$ cat src/rtl/fastram_dram_scheduler.sv
// DRAM sequencer/arbiter for the Zorro II FastRAM array: CPU accesses vs CBR refresh.
// A refresh debt counter lets refresh defer behind bus traffic up to MAX_PENDING.
module fastram_dram_scheduler #(
  parameter int REFRESH_INTERVAL = 108,
  parameter int MAX_PENDING      = 4,
  parameter int RF_RAS_CYCLES    = 2
) (
  input  logic       CLK,
  input  logic       RESETn,
  input  logic       req,
  input  logic [1:0] bank,
  input  logic       rw_n,
  input  logic       uds_n,
  input  logic       lds_n,
  output logic [3:0] ras_n,
  output logic       ucas_n,
  output logic       lcas_n,
  output logic       mem_we_n,
  output logic       col_sel,
  output logic       ack,
  output logic       refresh_busy,
  output logic [2:0] pending,
  output logic       overrun
);

  localparam int TW = (REFRESH_INTERVAL > 1) ? $clog2(REFRESH_INTERVAL) : 1;
  localparam int CW = $clog2(RF_RAS_CYCLES + 1);
  localparam logic [TW-1:0] TMR_LAST = TW'(REFRESH_INTERVAL - 1);
  localparam logic [2:0]    MAXP     = 3'(MAX_PENDING);

  typedef enum logic [2:0] {
    IDLE, ACC_ROW, ACC_COL, ACC_CAS, RF_CAS, RF_RAS, PRE
  } state_t;

  state_t        state_q;
  logic [TW-1:0] timer_q;
  logic [CW-1:0] rf_cnt_q;
  logic [2:0]    pending_q, pending_d;
  logic          overrun_q, overrun_d;
  logic [3:0]    ras_n_q;
  logic          ucas_n_q, lcas_n_q, mem_we_n_q, col_sel_q, ack_q, rf_busy_q;
  logic          tick, rf_dec, go_pre;

  assign tick   = (timer_q == TMR_LAST);
  // Debt is paid on the RF_CAS -> RF_RAS edge, which is unconditional.
  assign rf_dec = (state_q == RF_CAS);
  assign go_pre = ((state_q == ACC_ROW || state_q == ACC_COL || state_q == ACC_CAS) && !req) ||
                  (state_q == RF_RAS && rf_cnt_q == '0);

  always_comb begin
    pending_d = pending_q;
    overrun_d = overrun_q | (tick && pending_q == 3'd7);
    if (tick && !rf_dec && pending_q != 3'd7)
      pending_d = pending_q + 3'd1;
    else if (rf_dec && !tick && pending_q != 3'd0)
      pending_d = pending_q - 3'd1;
  end

  always_ff @(posedge CLK or negedge RESETn) begin
    if (!RESETn) begin
      timer_q   <= '0;
      pending_q <= '0;
      overrun_q <= 1'b0;
    end else begin
      timer_q   <= tick ? '0 : timer_q + 1'b1;
      pending_q <= pending_d;
      overrun_q <= overrun_d;
    end
  end

  always_ff @(posedge CLK or negedge RESETn) begin
    if (!RESETn) begin
      state_q    <= IDLE;
      rf_cnt_q   <= '0;
      ras_n_q    <= 4'hF;
      ucas_n_q   <= 1'b1;
      lcas_n_q   <= 1'b1;
      mem_we_n_q <= 1'b1;
      col_sel_q  <= 1'b0;
      ack_q      <= 1'b0;
      rf_busy_q  <= 1'b0;
    end else if (go_pre) begin
      state_q    <= PRE;
      ras_n_q    <= 4'hF;
      ucas_n_q   <= 1'b1;
      lcas_n_q   <= 1'b1;
      mem_we_n_q <= 1'b1;
      col_sel_q  <= 1'b0;
      ack_q      <= 1'b0;
      rf_busy_q  <= 1'b0;
    end else begin
      case (state_q)
        IDLE: begin
          // Saturated debt outranks the CPU; otherwise refresh only fills idle slots.
          if (pending_q >= MAXP || (!req && pending_q != 3'd0)) begin
            state_q    <= RF_CAS;
            ucas_n_q   <= 1'b0;
            lcas_n_q   <= 1'b0;
            mem_we_n_q <= 1'b1;
            rf_busy_q  <= 1'b1;
          end else if (req) begin
            state_q    <= ACC_ROW;
            ras_n_q    <= ~(4'b0001 << bank);
            mem_we_n_q <= rw_n;
            col_sel_q  <= 1'b0;
          end
        end
        ACC_ROW: begin
          state_q   <= ACC_COL;
          col_sel_q <= 1'b1;
        end
        ACC_COL: begin
          state_q  <= ACC_CAS;
          ack_q    <= 1'b1;
          ucas_n_q <= uds_n;
          lcas_n_q <= lds_n;
        end
        ACC_CAS: begin
          ucas_n_q <= uds_n;
          lcas_n_q <= lds_n;
        end
        RF_CAS: begin
          state_q  <= RF_RAS;
          ras_n_q  <= 4'h0;
          rf_cnt_q <= CW'(RF_RAS_CYCLES - 1);
        end
        RF_RAS:  rf_cnt_q <= rf_cnt_q - 1'b1;
        PRE:     state_q  <= IDLE;
        default: state_q  <= IDLE;
      endcase
    end
  end

  assign ras_n        = ras_n_q;
  assign ucas_n       = ucas_n_q;
  assign lcas_n       = lcas_n_q;
  assign mem_we_n     = mem_we_n_q;
  assign col_sel      = col_sel_q;
  assign ack          = ack_q;
  assign refresh_busy = rf_busy_q;
  assign pending      = pending_q;
  assign overrun      = overrun_q;

endmodule

$ cat config.mk
export PLATFORM = sky130hd
export DESIGN_NAME = fastram_dram_scheduler
export DESIGN_NICKNAME = d
export VERILOG_FILES = /design/src/rtl/fastram_dram_scheduler.sv
export SDC_FILE = /design/constraint.sdc
export NUM_CORES = 1
export LEC_CHECK = 0
export CORE_UTILIZATION = 53
export DETAILED_ROUTE_END_ITERATION = 8
export PLACE_DENSITY_LB_ADDON = 0.2
export SLEW_MARGIN = 20
export SYNTH_ARGS = -nofsm -noshare
export SYNTH_HDL_FRONTEND = slang
export SYNTH_SLANG_ARGS = --single-unit
$ cat constraint.sdc
create_clock -name CLK -period 2.6 [get_ports CLK]
set_input_delay 0.65 -clock CLK [delete_from_list [all_inputs] [get_ports CLK]]
set_output_delay 0.65 -clock CLK [all_outputs]
set_load 0.05 [all_outputs]
==> results of run 1 <==
## cell type report
class / instances / area [sq um] / share of cell area (%)
multi-input cells: 108 / 732 / 41.9
flip-flops and latches: 26 / 659 / 37.7
clock buffers: 4 / 26.3 / 1.50
well taps: 30 / 37.5 / 2.15
inverters: 10 / 37.5 / 2.15
repair buffers: 27 / 255 / 14.6
## registers in the layout (all words and copies together), names as in the netlist
| name | flops |
|---|---|
| overrun | 1 |
| timer_q | 7 |
| rf_cnt_q | 2 |
| refresh_busy | 1 |
| col_sel | 1 |
| mem_we_n | 1 |
| state_q | 3 |
| ras_n | 4 |
| pending | 3 |
| ack | 1 |
| ucas_n | 1 |
| lcas_n | 1 |
## synth_stat cells, drive strengths merged (2+ instances only)
master / number
o21bai: 3
xnor2: 3
nor2: 13
nand3: 7
nor2b: 4
nand2b: 2
buf: 2
a21oi: 11
or3: 2
dfrtp: 19
inv: 10
nor4: 2
or3b: 2
dfstp: 7
nor3: 5
a22oi: 2
mux2i: 5
nand2: 8
mux2: 3
and3: 2
nor3b: 2
a221o: 2
ha: 2
clkbuf: 3
a211oi: 2
a221oi: 2
o21ai: 11
## final timing paths
check,to,slack (ps)
min reg2reg,timer_q[0],470
max in group asynchronous,lcas_n,1630
max,pending[1],110
max reg2reg,pending[1],110
min in group asynchronous,overrun,660
min,timer_q[0],470
## layer usage
layer / up-vias / track usage, %
met3: 6 / 4.17
met2: 32 / 37.4
met5: - / 0
met4: 0 / 11.1
li1: 595 / -
met1: 559 / 30.5
## cell usage in the layout, fill, tap and decap left out, types with 6 or more instances in the layout
master and count:
a21oi_1 11, buf_4 6, clkdlybuf4s50_1 21, dfrtp_1 19, dfstp_2 7, inv_1 10
nand2_1 8, nand3_1 7, nor2_1 13, o21ai_0 10
## worst max-delay path, cell delays in order (launching register included)
cell	delay, ps
dfrtp_1	390
ha_1	230
nand3_1	230
nor3_4	330
nand2_1	100
fa_1	500
mux2i_1	160
mux2i_1	80
or3_1	370
## where the power goes
part / leakage [nW] / switching [mW] / internal, mW
Combinational: 0.415 / 0.562 / 0.365
Clock: 0.0150 / 0.119 / 0.0602
Sequential: 0.312 / 0.0714 / 0.540
## through the flow
stage	cells	area, sq um	setup WS, ps
5_1_grt	205	1750	-13.7
2_1_floorplan	149	1450	226
3_5_place_dp	201	1720	137
6_report	205	1750	110
3_3_place_gp	201	1720	218
4_1_cts	205	1740	111
## cell families (layout without fill, tap and decap cells)
family	Yosys count	in the layout
adders and majority gates	3	3
buffers and inverters	15	41
DFF	26	26
and+or+nand+nor	51	51
xor gates and xnor gates	4	4
muxes	8	8
AOI/OAI and AO/OA	42	42
==> impl_metrics.toml, run 1 <==
[synth]
synthAdderAreaFrac_pct = 3.11
netlist_area_sq_mm = 0.00145
ys_seq_area_share_pct = 45.5
syn_inst = 149
synthFlopType = "dfrtp_1"
synth_top_area_share_pct = 32.8
synth_mux_area_share_pct = 5.78
synth-xor-area-share_pct = 2.42
ys_top_cells_by_area = "dfrtp_1 33%, dfstp_2 13%, a21oi_1 3.8%"
yosysTopAreaCell = "dfrtp_1"
synthDistinctLibCells = 44
synth_compound_area_share_pct = 19.2
synth_top_family_by_area = "simple AND/OR/NAND/NOR gates"
async_flop_share_pct = 100
yosys_warnings = 0
syn_nets = 160
synth-simple-area-share_pct = 19.5
synth_edf_count = 0
synth.avg_cell_area_sq_um = 9.73
ys_ff_latch = 26

[detailed_routing]
drt_iter0_markers = 31
met2_length_microns = 1450
wl_met3_microns = 129
routed.top_layer = "met4"
avgViaCountPerCell = 5.81
postRouteAntennaNets = 0
drt_drc_violations_left = 0
drt_wl_total_microns = 3050
drt-met1-wl_microns = 1430
num_vias = 1192
drt_first_pass_iters = 4
wire_per_inst_microns = 14.9

[floorplan]
dieArea_sq_mm = 0.00295
ios = 22
die_x_microns = 54.3
core_area_sq_mm = 0.00252
rows = 18
die_y_microns = 54.3
initial_core_util_pct = 57.5

[sta]
worst_pin_slew_ps = 591
finalMaxSlewViolations = 0
setup_viol_count_final = 0
hold_violations = 0
whs_ps = 469
fmax_ghz = 0.402
period_share_pct = 95.8
period_needed_ps = 2490
clock_skew_ps = 6.29
fin_tns_setup_ps = 0
max_slew_margin_pct = 60.5

[setup_path]
crit_start = "timer_q[0]"
crit_path_max_fanout = 5
worstReg2RegStart = "timer_q[0]"
path_class = "reg2reg"
worst_setup_path_end_kind = "flop"
critPathLaunchType = "flop"
timing.reg2reg.worst_path_depth = 8
crit_required_ps = 2820
crit_arrival_ps = 2710

[pwr]
p_per_area_mw_per_mm2 = 983
vdd_ir_drop_max_v = 0.000948
leakage_nw = 0.742
total_power_mw = 1.72

[place]
dp_hpwl_microns = 2260
gp_congestion = 0.855
numPortBuffers = 21

[clocking]
numCtsBuffers = 3
clockBufferDepth = 2
cts_hold_buf = 0
clock_tree.root_cell = "clkbuf_4"
h-tree-depth = 1
clkLatencyLatePin_ps = 320
cts_tree = "yes"
cts_resized = 0
post_cts_buffers = 0
cts_num_sinks = 26
clk_pin_slew_ps = 140

[job]
drv_cap = 0

[status]
status = "finished, final reports clean"

[layout]
final_core_util_pct = 69.3
drive_gt1_share_pct = 13.7
fillers = 201
n_antenna_cell = 0
syn_to_final_growth_pct = 20.5
num-nets-final = 187

[global_routing]
grt_pass1_wl_microns = 4840
grt_util_all_layers_pct = 23.4
grt_pass1_vias = 1100
grt_max_degree = 27
overflow = 0
antenna_found_initial = 0

[worst_hold_path]
holdPathStages = 1
hold_class = "reg2reg"
min_from = "timer_q[0]"
(Power assumes the default switching activity.)
==> inputs of run 2 (changes only) <==
Settings changed: GPL_ROUTABILITY_DRIVEN set to 0.
==> results of run 2 <==
Same layout as run 1: the final DEF is identical, and so are final timing and power.
==> inputs of run 3 (changes only) <==
Settings changed: ABC_AREA set to 1, CORE_UTILIZATION 53 to 52, REMOVE_ABC_BUFFERS set to 1.
==> run 3 against run 2 <==
- utilization decreased by 2.8 points
- non-clock buffer count decreased by 5
- critical path type is now reg2out
- sequential power increased by 4.7%
- maximum frequency increased by 6.1%
- critical endpoint is now ras_n[0]
==> impl_metrics.toml, run 3 <==
[setup_path]
critPathLaunchType = "flop"
crit_required_ps = 1950
slowest_delay_ps = 810
worst_setup_path_end_kind = "output pin"
crit_buf_inv = 1
crit_path_cell_trace = "clkdlybuf4s50_1"
path_class = "reg2out"
crit_path_max_fanout = 2
cp_top_family = "buffers and inverters"
crit_arrival_ps = 1700
crit_slowest_cell = "clkdlybuf4s50_1"

[layout]
drive_gt1_share_pct = 14.4
num-nets-final = 206
layout_common_cells = "43 x nand2_1, 21 x clkdlybuf4s50_1, 19 x dfrtp_1"
final_common_cell = "nand2_1"
syn_to_final_growth_pct = 21.5
final_cells = 224
largest_reg_flops = 7
n_antenna_cell = 0
top_register = "timer_q"
final_core_util_pct = 66.5
fin_area_sq_mm = 0.00165

[detailed_routing]
drt_iter0_markers = 10
drt_wl_total_microns = 2600
drt_first_pass_iters = 4
wire_per_inst_microns = 11.6
postRouteAntennaNets = 0
avgViaCountPerCell = 5.11
drt_drc_violations_left = 0
num_vias = 1145

[clocking]
clkLatencyLatePin_ps = 320
h-tree-depth = 1
cts_resized = 0
cts_tree = "yes"
clockBufferDepth = 2
numCtsBuffers = 3
clk_pin_slew_ps = 140
cts_num_sinks = 26
cts_hold_buf = 0
post_cts_buffers = 0
clock_tree.root_cell = "clkbuf_4"

[synth]
yosys_warnings = 0
synth.most_common_cell = "nand2_1"
synthFlopType = "dfrtp_1"
synthTopCellsByCount = "43 x nand2_1, 19 x dfrtp_1, 18 x inv_1, 18 x nor2_1, 16 x nand3_1"
synthDistinctLibCells = 25
ys_top_cells_by_area = "dfrtp_1 35%, dfstp_2 14%, nand2_1 12%"
syn_inst = 170
synth_top_area_share_pct = 35.1
synth.avg_cell_area_sq_um = 7.97
synth_edf_count = 0
ys_seq_area_share_pct = 48.7
ys_ff_latch = 26
netlist_area_sq_mm = 0.00136
async_flop_share_pct = 100
yosysTopAreaCell = "dfrtp_1"

[sta]
rsz0062_at_grt = "no"
clock_skew_ps = 4.85
fmax_ghz = 0.426
whs_ps = 470
hold_violations = 0
setup_viol_count_final = 0
fin_tns_setup_ps = 0
finalMaxSlewViolations = 0
period_needed_ps = 2350
period_share_pct = 90.2
worst_pin_slew_ps = 513
max_slew_margin_pct = 65.7
setup_ws_ps = 254

[place]
dpl-instance-area_sq_mm = 0.00159
dp_hpwl_microns = 2030
placed_cells = 220
dp_slack_ps = 619
numPortBuffers = 21

[floorplan]
initial_core_util_pct = 54.7
ios = 22
die_x_microns = 53.0
dieArea_sq_mm = 0.00281
die_y_microns = 53.0
rows = 18
core_area_sq_mm = 0.00248

[global_routing]
grt_max_degree = 27
grt_pass1_vias = 1062
grt_util_all_layers_pct = 21.6
overflow = 0
antenna_found_initial = 0
grt_pass1_wl_microns = 4350

[worst_hold_path]
hold_class = "reg2reg"

[status]
status = "finished, final reports clean"

[pwr]
vdd_ir_drop_max_v = 0.000736
p_per_area_mw_per_mm2 = 1100
leakage_nw = 0.792
total_power_mw = 1.81

[job]
drv_cap = 0
-- run 3: path summary, 6_finish.rpt --
check                           start     endpoint  slack [ps]  depth (start not counted)
max                          ras_n[0]     ras_n[0]         250                          1
min in group asynchronous      RESETn  rf_cnt_q[1]         680                          2
max in group asynchronous      RESETn       lcas_n        1620                          2
min                          ras_n[1]     ras_n[1]         470                          2
max reg2reg                timer_q[0]   pending[2]         820                          9
min reg2reg                  ras_n[1]     ras_n[1]         470                          2
-- run 3: cell families after synthesis --
family                   synth area share, %
AO/OA/AOI/OAI                           8.59
XOR/XNOR                               0.646
adder cells (fa/ha/maj)                 3.32
buffers and inverters                   7.57
flip-flops                              48.7
AND/OR/NAND/NOR                         31.2
-- run 3: report_power, final --
group / switching [mW] / internal, mW / leakage [nW] / total (mW)
Sequential: 0.0859 / 0.555 / 0.312 / 0.641
Combinational: 0.594 / 0.302 / 0.451 / 0.896
Clock: 0.120 / 0.156 / 0.0279 / 0.276
-- run 3: metal layers --
layer / wire length (microns) / up-vias / part of all wire, % / track usage, %
met4: 15 / 0 / 0.58 / 8.77
met1: 1220 / 531 / 47 / 25.7
li1: - / 597 / - / -
met2: 1320 / 15 / 51 / 38.2
met3: 53 / 2 / 2.0 / 3.74
met5: 0 / - / 0 / 0
-- run 3: area by class of cell --
type	instances	area (sq um)
timing repair buffer	22	218
tap	30	37.5
fill	210	831
clock buffer	3	22.5
inverter	23	86.3
clock inverter	1	30.0
sequential	26	659
multi-input combinational	119	593
